[src/rtl/serial_add32.sv]
// Byte-serial modular adder; the cout port exists only when SERIAL_ADD_COUT_EN is defined.
// Latency NBYTES cycles from acceptance to out_valid; holds result in DONE until out_ready.

module adder8 (
    input  logic [7:0] x,
    input  logic [7:0] y,
    input  logic       ci,
    output logic [7:0] s,
    output logic       co
);
    logic [8:0] carry_chain;

    always_comb begin
        s              = '0;
        carry_chain    = '0;
        carry_chain[0] = ci;
        for (int i = 0; i < 8; i++) begin
            s[i]             = x[i] ^ y[i] ^ carry_chain[i];
            carry_chain[i+1] = (x[i] & y[i]) | (carry_chain[i] & (x[i] ^ y[i]));
        end
        co = carry_chain[8];
    end
endmodule

module serial_add32 #(
    parameter int NBYTES = 4
) (
    input  logic                  clk,
    input  logic                  rst_n,
    input  logic                  in_valid,
    output logic                  in_ready,
    input  logic [8*NBYTES-1:0]   a,
    input  logic [8*NBYTES-1:0]   b,
    output logic                  out_valid,
    input  logic                  out_ready,
`ifdef SERIAL_ADD_COUT_EN
    output logic                  cout,
`endif
    output logic [8*NBYTES-1:0]   sum
);
    localparam int W    = 8 * NBYTES;
    localparam int IDXW = (NBYTES > 1) ? $clog2(NBYTES) : 1;
    localparam logic [IDXW-1:0] LAST_IDX = IDXW'(NBYTES - 1);

    typedef enum logic [1:0] {
        ST_IDLE = 2'd0,
        ST_ADD  = 2'd1,
        ST_DONE = 2'd2
    } state_t;

    state_t          state_q, state_d;
    logic [W-1:0]    op_a_q, op_a_d;
    logic [W-1:0]    op_b_q, op_b_d;
    logic [W-1:0]    sum_q, sum_d;
    logic [IDXW-1:0] idx_q, idx_d;
    logic            c_q, c_d;
`ifdef SERIAL_ADD_COUT_EN
    logic            cout_q, cout_d;
`endif

    logic [7:0]      add_x, add_y, add_s;
    logic            add_co;
    logic [IDXW+2:0] byte_lsb;

    // Byte offset of the current slice: idx * 8.
    assign byte_lsb = {idx_q, 3'b000};
    assign add_x    = op_a_q[byte_lsb +: 8];
    assign add_y    = op_b_q[byte_lsb +: 8];

    adder8 u_adder8 (
        .x  (add_x),
        .y  (add_y),
        .ci (c_q),
        .s  (add_s),
        .co (add_co)
    );

    always_comb begin
        state_d = state_q;
        op_a_d  = op_a_q;
        op_b_d  = op_b_q;
        sum_d   = sum_q;
        idx_d   = idx_q;
        c_d     = c_q;
`ifdef SERIAL_ADD_COUT_EN
        cout_d  = cout_q;
`endif
        case (state_q)
            ST_IDLE: begin
                if (in_valid) begin
                    op_a_d  = a;
                    op_b_d  = b;
                    idx_d   = '0;
                    c_d     = 1'b0;
                    state_d = ST_ADD;
                end
            end
            ST_ADD: begin
                sum_d[byte_lsb +: 8] = add_s;
                c_d                  = add_co;
                if (idx_q == LAST_IDX) begin
`ifdef SERIAL_ADD_COUT_EN
                    cout_d  = add_co;
`endif
                    state_d = ST_DONE;
                end else begin
                    idx_d = idx_q + IDXW'(1);
                end
            end
            ST_DONE: begin
                if (out_ready) begin
                    state_d = ST_IDLE;
                end
            end
            default: begin
                state_d = ST_IDLE;
            end
        endcase
    end

    always_ff @(posedge clk) begin
        if (!rst_n) begin
            state_q <= ST_IDLE;
            op_a_q  <= '0;
            op_b_q  <= '0;
            sum_q   <= '0;
            idx_q   <= '0;
            c_q     <= 1'b0;
`ifdef SERIAL_ADD_COUT_EN
            cout_q  <= 1'b0;
`endif
        end else begin
            state_q <= state_d;
            op_a_q  <= op_a_d;
            op_b_q  <= op_b_d;
            sum_q   <= sum_d;
            idx_q   <= idx_d;
            c_q     <= c_d;
`ifdef SERIAL_ADD_COUT_EN
            cout_q  <= cout_d;
`endif
        end
    end

    // Handshake flags come straight from the state register.
    assign in_ready  = (state_q == ST_IDLE);
    assign out_valid = (state_q == ST_DONE);
    assign sum       = sum_q;
`ifdef SERIAL_ADD_COUT_EN
    assign cout      = cout_q;
`endif

endmodule

[config.mk]
export PLATFORM = sky130hd
export DESIGN_NAME = serial_add32
export DESIGN_NICKNAME = d
export VERILOG_FILES = /design/src/rtl/serial_add32.sv
export SDC_FILE = /design/constraint.sdc
export NUM_CORES = 1
export LEC_CHECK = 0
export CAP_MARGIN = 5
export CORE_MARGIN = 2
export CORE_UTILIZATION = 50
export DETAILED_ROUTE_END_ITERATION = 12
export PLACE_DENSITY = 0.78
export SYNTH_ARGS = -nofsm -noshare
export SYNTH_HDL_FRONTEND = slang
export SYNTH_SLANG_ARGS = --single-unit
[constraint.sdc]
create_clock -name clk -period 5.97 [get_ports clk]
set_clock_uncertainty 0.1 [all_clocks]
set_input_delay 0.8955 -clock clk [delete_from_list [all_inputs] [get_ports clk]]
set_output_delay 0.8955 -clock clk [all_outputs]
set_load 0.1 [all_outputs]
==> results of run 1 <==
[final cells by class]
class	instances	area, µm²	share of cell area
clock inverter	7	47.5	0.00844
tap	108	135	0.0240
timing repair buffer	107	1050	0.187
clock buffer	9	124	0.0220
multi-input combinational	317	2170	0.386
sequential	101	2020	0.359
inverter	22	82.6	0.0147
[registers in the layout, indices dropped and copies added, names as in the netlist]
name / count
c_q: 1
idx_q: 2
op_a_q: 32
op_b_q: 32
state_q: 2
sum: 32
[power by group]
part,leakage [nW],switching [mW],total (mW),internal (mW)
Sequential,0.824,0.0177,0.719,0.702
Combinational,1.08,0.118,0.217,0.0989
Clock,0.0858,0.234,0.386,0.152
Total,1.99,0.370,1.32,0.953
[path summary, 6_finish.rpt]
path                            slack, ns                     from  cells after the start                      end
worst max-delay path                 1.43    idx_q[1]$_SDFFE_PN0P_                     13     sum[15]$_SDFFE_PN0P_
worst min-delay path                 0.36  op_b_q[12]$_SDFFE_PN0P_                      2  op_b_q[12]$_SDFFE_PN0P_
worst max register to register       1.43    idx_q[1]$_SDFFE_PN0P_                     13     sum[15]$_SDFFE_PN0P_
worst min register to register       0.36  op_b_q[12]$_SDFFE_PN0P_                      2  op_b_q[12]$_SDFFE_PN0P_
[cell families (layout without fill, tap and decap cells)]
family	after synthesis	after routing	synth area share
AOI/OAI and AO/OA	101	101	0.169
adders and majority gates	14	14	0.0528
buffers and inverters	57	145	0.0587
DFF	101	101	0.454
muxes	17	17	0.0832
and+or+nand+nor	185	185	0.182
[routing by layer]
metal  wire length [µm]  part of all wire  track usage  up-vias
li1                   -                 -            -     1769
met1               4620              0.46        0.282     1673
met2               4620              0.46        0.335      101
met3                516             0.052       0.0429       17
met4                204             0.020       0.0822        0
met5                  0                 0            0        -
[per-stage QoR]
stage               power [mW]  hold slack [ns]  setup WS, ns   util
floorplan                0.870            0.332          1.55      -
global placement         0.946            0.342          1.57  0.630
detailed placement       0.953            0.346          1.47  0.630
CTS                       1.33            0.359          1.46  0.649
global route              1.38            0.383          1.24  0.649
finish                    1.32            0.357          1.43  0.649
[cells in the final DEF, fill, tap and decap left out, types with 6 or more instances in the layout]
cell / instances
a21boi_0: 48
mux4_2: 16
o22ai_1: 10
clkdlybuf4s50_1: 100
a21boi_1: 17
inv_1: 22
nand3_1: 25
clkbuf_8: 9
nand2_1: 142
dfxtp_1: 101
o31ai_1: 16
buf_4: 6
o21ai_2: 8
ha_1: 6
fa_1: 8
[worst max-delay path, cell delays in order (launching register included)]
cell     delay [ns]
dfxtp_1        0.62
mux4_2         0.29
inv_1          0.06
fa_1           0.40
fa_1           0.40
fa_1           0.39
fa_1           0.39
fa_1           0.39
fa_1           0.36
inv_1          0.07
fa_1           0.16
inv_1          0.05
fa_1           0.51
o31ai_1        0.26
==> flow_summary.json, run 1 <==
{
  "netlist-cell-type-count": 30,
  "place_congestion": 0.774,
  "rsz0062_at_grt": "no",
  "synth_enable_flop_cells": 0,
  "setup_viol": 0,
  "grt_antenna_before_repair": 0,
  "synth.avg_cell_area_um2": 9.37,
  "num_rows": 34,
  "grt_max_degree": 106,
  "place_inst": 655,
  "place_area_mm2": 0.00546,
  "ys_warn_count": 0,
  "hold_buffers": 0,
  "netlist_area_mm2": 0.00445,
  "ir_drop_v": 0.000110,
  "die_x_um": 98.4,
  "clockBufferDepth": 2,
  "cts_setup_buffers": 0,
  "tns_ns": 0,
  "drive_gt1_frac": 0.0924,
  "ys_seq_area_frac": 0.454,
  "synthesis.nets": 557,
  "startpoint_type": "flop",
  "post-synth-top-area-cell": "dfxtp_1",
  "min_period_over_period": 0.761,
  "netlist_instances": 475,
  "grt_pass1_vias": 3492,
  "final_area_mm2": 0.00564,
  "end_kind": "flop",
  "relSlewSlack": 0.342,
  "ys.flop_type": "dfxtp_1",
  "cellPowerDensity_mw_per_mm2": 235,
  "cts_made_buffers": 9,
  "cts_resized": 0,
  "run_status": "completed",
  "insertedDiodeCount": 0,
  "yosys-top-cells-count": "nand2_1, dfxtp_1, a21boi_0",
  "core_area_mm2": 0.00868,
  "worstPathRequired_ns": 6.14,
  "tightest_slew_ns": 0.985,
  "hold_viol_final": 0,
  "synth_top_area_frac": 0.454,
  "grtUsageTotal": 0.210,
  "design.final.nets": 640,
  "synth.area.top_cells": "dfxtp_1, nand2_1, a21boi_0",
  "drc": 0,
  "cp_max_fo": 10,
  "drt_wl_total_mm": 9.96,
  "ioPinCount": 102,
  "criticalPathCategory": "flop to flop",
  "crit_arrival_ns": 4.71,
  "p_leak_nw": 1.99,
  "postRouteAntennaNets": 0,
  "period_needed_ns": 4.54,
  "final_max_slew_viol_count": 0,
  "drv_cap": 0,
  "dieArea_mm2": 0.00967,
  "cts-root-buf": "clkbuf_8",
  "hp-class": "flop to flop",
  "cts_num_sinks": 101,
  "grt_pass1_wl_mm": 16.4,
  "numPortBuffers": 101,
  "grt_overflow": 0,
  "drt_iter0_markers": 145,
  "dp.final_hpwl_mm": 7.19,
  "fin_cells": 671,
  "dr_total_vias": 3560,
  "initial_core_util": 0.513,
  "area_delta_synth_final_pct": 26.6,
  "ys_ff_latch": 101,
  "wl_per_cell_um": 14.8,
  "async_flop_share": 0,
  "synthMostInstantiatedCell": "nand2_1",
  "clk-insertion-delay-late_ns": 0.36,
  "num-fill-cells": 733,
  "cts_tree": "done",
  "cts.htree.levels": 3,
  "firstDrtPassIters": 5,
  "via_per_inst": 5.31,
  "die_y_um": 98.4,
  "max_freq_ghz": 0.220,
  "clk_pin_slew_ns": 0.10
}
(Power assumes the default switching activity.)
==> run 2: changes to the inputs <==
--- a/config.mk
+++ b/config.mk
@@ -7,9 +7,9 @@
 export LEC_CHECK = 0
 export CAP_MARGIN = 5
 export CORE_MARGIN = 2
-export CORE_UTILIZATION = 50
+export CORE_UTILIZATION = 45
 export DETAILED_ROUTE_END_ITERATION = 12
-export PLACE_DENSITY = 0.78
+export PLACE_DENSITY = 0.74
 export SYNTH_ARGS = -nofsm -noshare
 export SYNTH_HDL_FRONTEND = slang
 export SYNTH_SLANG_ARGS = --single-unit
==> constraint.sdc (replaced) <==
create_clock -name clk -period 4 [get_ports clk]
set_clock_uncertainty 0.1 [all_clocks]
set_input_delay 0.6 -clock clk [delete_from_list [all_inputs] [get_ports clk]]
set_output_delay 0.6 -clock clk [all_outputs]
set_load 0.1 [all_outputs]
==> flow_summary.json, run 2 (synthesized netlist as in run 1, its figures left out) <==
{
  "ir_drop_v": 0.000162,
  "cts_num_sinks": 101,
  "die_y_um": 103,
  "fin_hold_ws_ns": 0.359,
  "grt_pass1_vias": 3617,
  "num-fill-cells": 862,
  "place_congestion": 0.755,
  "clk_pin_slew_ns": 0.10,
  "dieArea_mm2": 0.0107,
  "drc": 0,
  "design.final.nets": 642,
  "drt_wl_total_mm": 10.4,
  "run_status": "complete, but fails checks",
  "startpoint_type": "flop",
  "grt_antenna_before_repair": 0,
  "grtUsageTotal": 0.208,
  "clockBufferDepth": 2,
  "firstDrtPassIters": 4,
  "dp.final_hpwl_mm": 7.71,
  "sequentialPowerShare": 0.511,
  "cp_common_cell": "fa_2",
  "setup_viol": 1,
  "dr_total_vias": 3562,
  "crit_slowest_cell": "fa_2",
  "num_rows": 36,
  "hp-class": "flop to flop",
  "grt_pass1_wl_mm": 17.2,
  "tns_ns": -0.00206,
  "layout_setup_ws_ns": -0.00206,
  "via_per_inst": 5.10,
  "final_util": 0.596,
  "switchingPower_mw": 0.555,
  "worstPathRequired_ns": 4.14,
  "core_area_mm2": 0.00968,
  "grt_max_degree": 96,
  "rsz0062_at_grt": "yes",
  "path_cells": "mux4_2 -> inv_2 -> fa_2 -> fa_2 -> fa_2 -> fa_2 -> fa_2 -> fa_2 -> inv_2 -> fa_1 -> inv_1 -> fa_2 -> o31ai_2",
  "cp_max_fo": 4,
  "die_x_um": 103,
  "hold_buffers": 0,
  "final_common_cell": "nand2_1",
  "pwr-share-clk": 0.329,
  "final_max_slew_viol_count": 0,
  "initial_core_util": 0.460,
  "cts-root-buf": "clkbuf_8",
  "cellPowerDensity_mw_per_mm2": 364,
  "clk-insertion-delay-late_ns": 0.36,
  "crit_arrival_ns": 4.14,
  "pwr-share-comb": 0.160,
  "path_buf_inv": 3,
  "end_kind": "flop",
  "min_period_over_period": 1.00,
  "final_cell_mix": "nand2_1, dfxtp_1, clkdlybuf4s50_1, a21boi_0, nand3_1",
  "hold_viol_final": 0,
  "cts_made_buffers": 9,
  "p_leak_nw": 2.03,
  "numPortBuffers": 101,
  "regToRegStartpoint": "idx_q[0]$_SDFFE_PN0P_",
  "drv_cap": 0,
  "grt_overflow": 0,
  "area_delta_synth_final_pct": 29.6,
  "wl_per_cell_um": 14.9,
  "postRouteAntennaNets": 0,
  "startpoint": "idx_q[0]$_SDFFE_PN0P_",
  "violations": "setup timing",
  "criticalPathCategory": "flop to flop",
  "cts_tree": "done",
  "cp_top_family": "adder cells",
  "p_int_mw": 1.55,
  "cts.htree.levels": 3,
  "max_freq_ghz": 0.250,
  "ioPinCount": 102,
  "drt_iter0_markers": 145,
  "tightest_slew_ns": 0.990,
  "insertedDiodeCount": 0,
  "switching_share": 0.264,
  "relSlewSlack": 0.338,
  "period_needed_ns": 4.00,
  "min_from": "op_b_q[7]$_SDFFE_PN0P_",
  "drive_gt1_frac": 0.117,
  "slowest_delay_ns": 0.58
}
[run 2: cell types whose count changed in the layout (fill, tap and decap cells not counted), sizes merged]
cell	before	now
buf	7	9
clkinv	3	1
clkbuf	9	12
inv	24	22
bufinv	0	1
[run 2: tightest hold or removal path: stages (launching register included)]
cell	delay (ns)
dfxtp_1	0.32
nand2_1	0.05
a21boi_1	0.05
[run 2: path summary, 6_finish.rpt]
kind / slack, ns / depth (start not counted) / endpoint
hold reg to reg: 0.36 / 2 / op_b_q[7]$_SDFFE_PN0P_
setup reg to reg: -0.002 / 13 / sum[15]$_SDFFE_PN0P_
hold / removal: 0.36 / 2 / op_b_q[7]$_SDFFE_PN0P_
setup / recovery: -0.002 / 13 / sum[15]$_SDFFE_PN0P_
[run 2: what timing repair did]
item                       CTS  global route
pin swaps                    4             0
resized for setup            2             3
gates cloned                 0             0
setup endpoints to repair    5             5
buffers inserted             0             0
[run 2: area by class of cell]
class	count	area, µm²	area share
clock buffer	12	166	0.0289
clock inverter	4	53.8	0.00933
inverter	22	82.6	0.0143
multi-input combinational	317	2210	0.383
sequential	101	2030	0.351
tap	133	166	0.0289
timing repair buffer	109	1070	0.185
[run 2: power by group through the flow]
stage,sequential [mW],clock (mW),combinational (mW)
3_3_place_gp,1.09,0,0.329
5_1_grt,1.08,0.742,0.365
4_1_cts,1.07,0.696,0.337
6_report,1.07,0.691,0.335
3_5_place_dp,1.10,0,0.335
2_1_floorplan,1.11,0,0.191
[run 2: per-stage QoR]
| stage | setup WS [ns] | std cells | area (µm²) | power, mW |
|---|---|---|---|---|
| 2_1_floorplan | -0.0787 | 475 | 4480 | 1.30 |
| 3_3_place_gp | -0.0164 | 682 | 5530 | 1.42 |
| 3_5_place_dp | -0.114 | 682 | 5530 | 1.43 |
| 4_1_cts | -0.00567 | 698 | 5760 | 2.11 |
| 5_1_grt | -0.135 | 698 | 5770 | 2.19 |
| 6_report | -0.00206 | 698 | 5770 | 2.10 |
[run 2: metal layers]
layer,GRT usage,part of all wire,up-vias
met3,0.0302,0.036,23
met1,0.278,0.48,1678
met2,0.342,0.46,96
met4,0.0769,0.021,0
li1,-,-,1765
met5,0,0,-
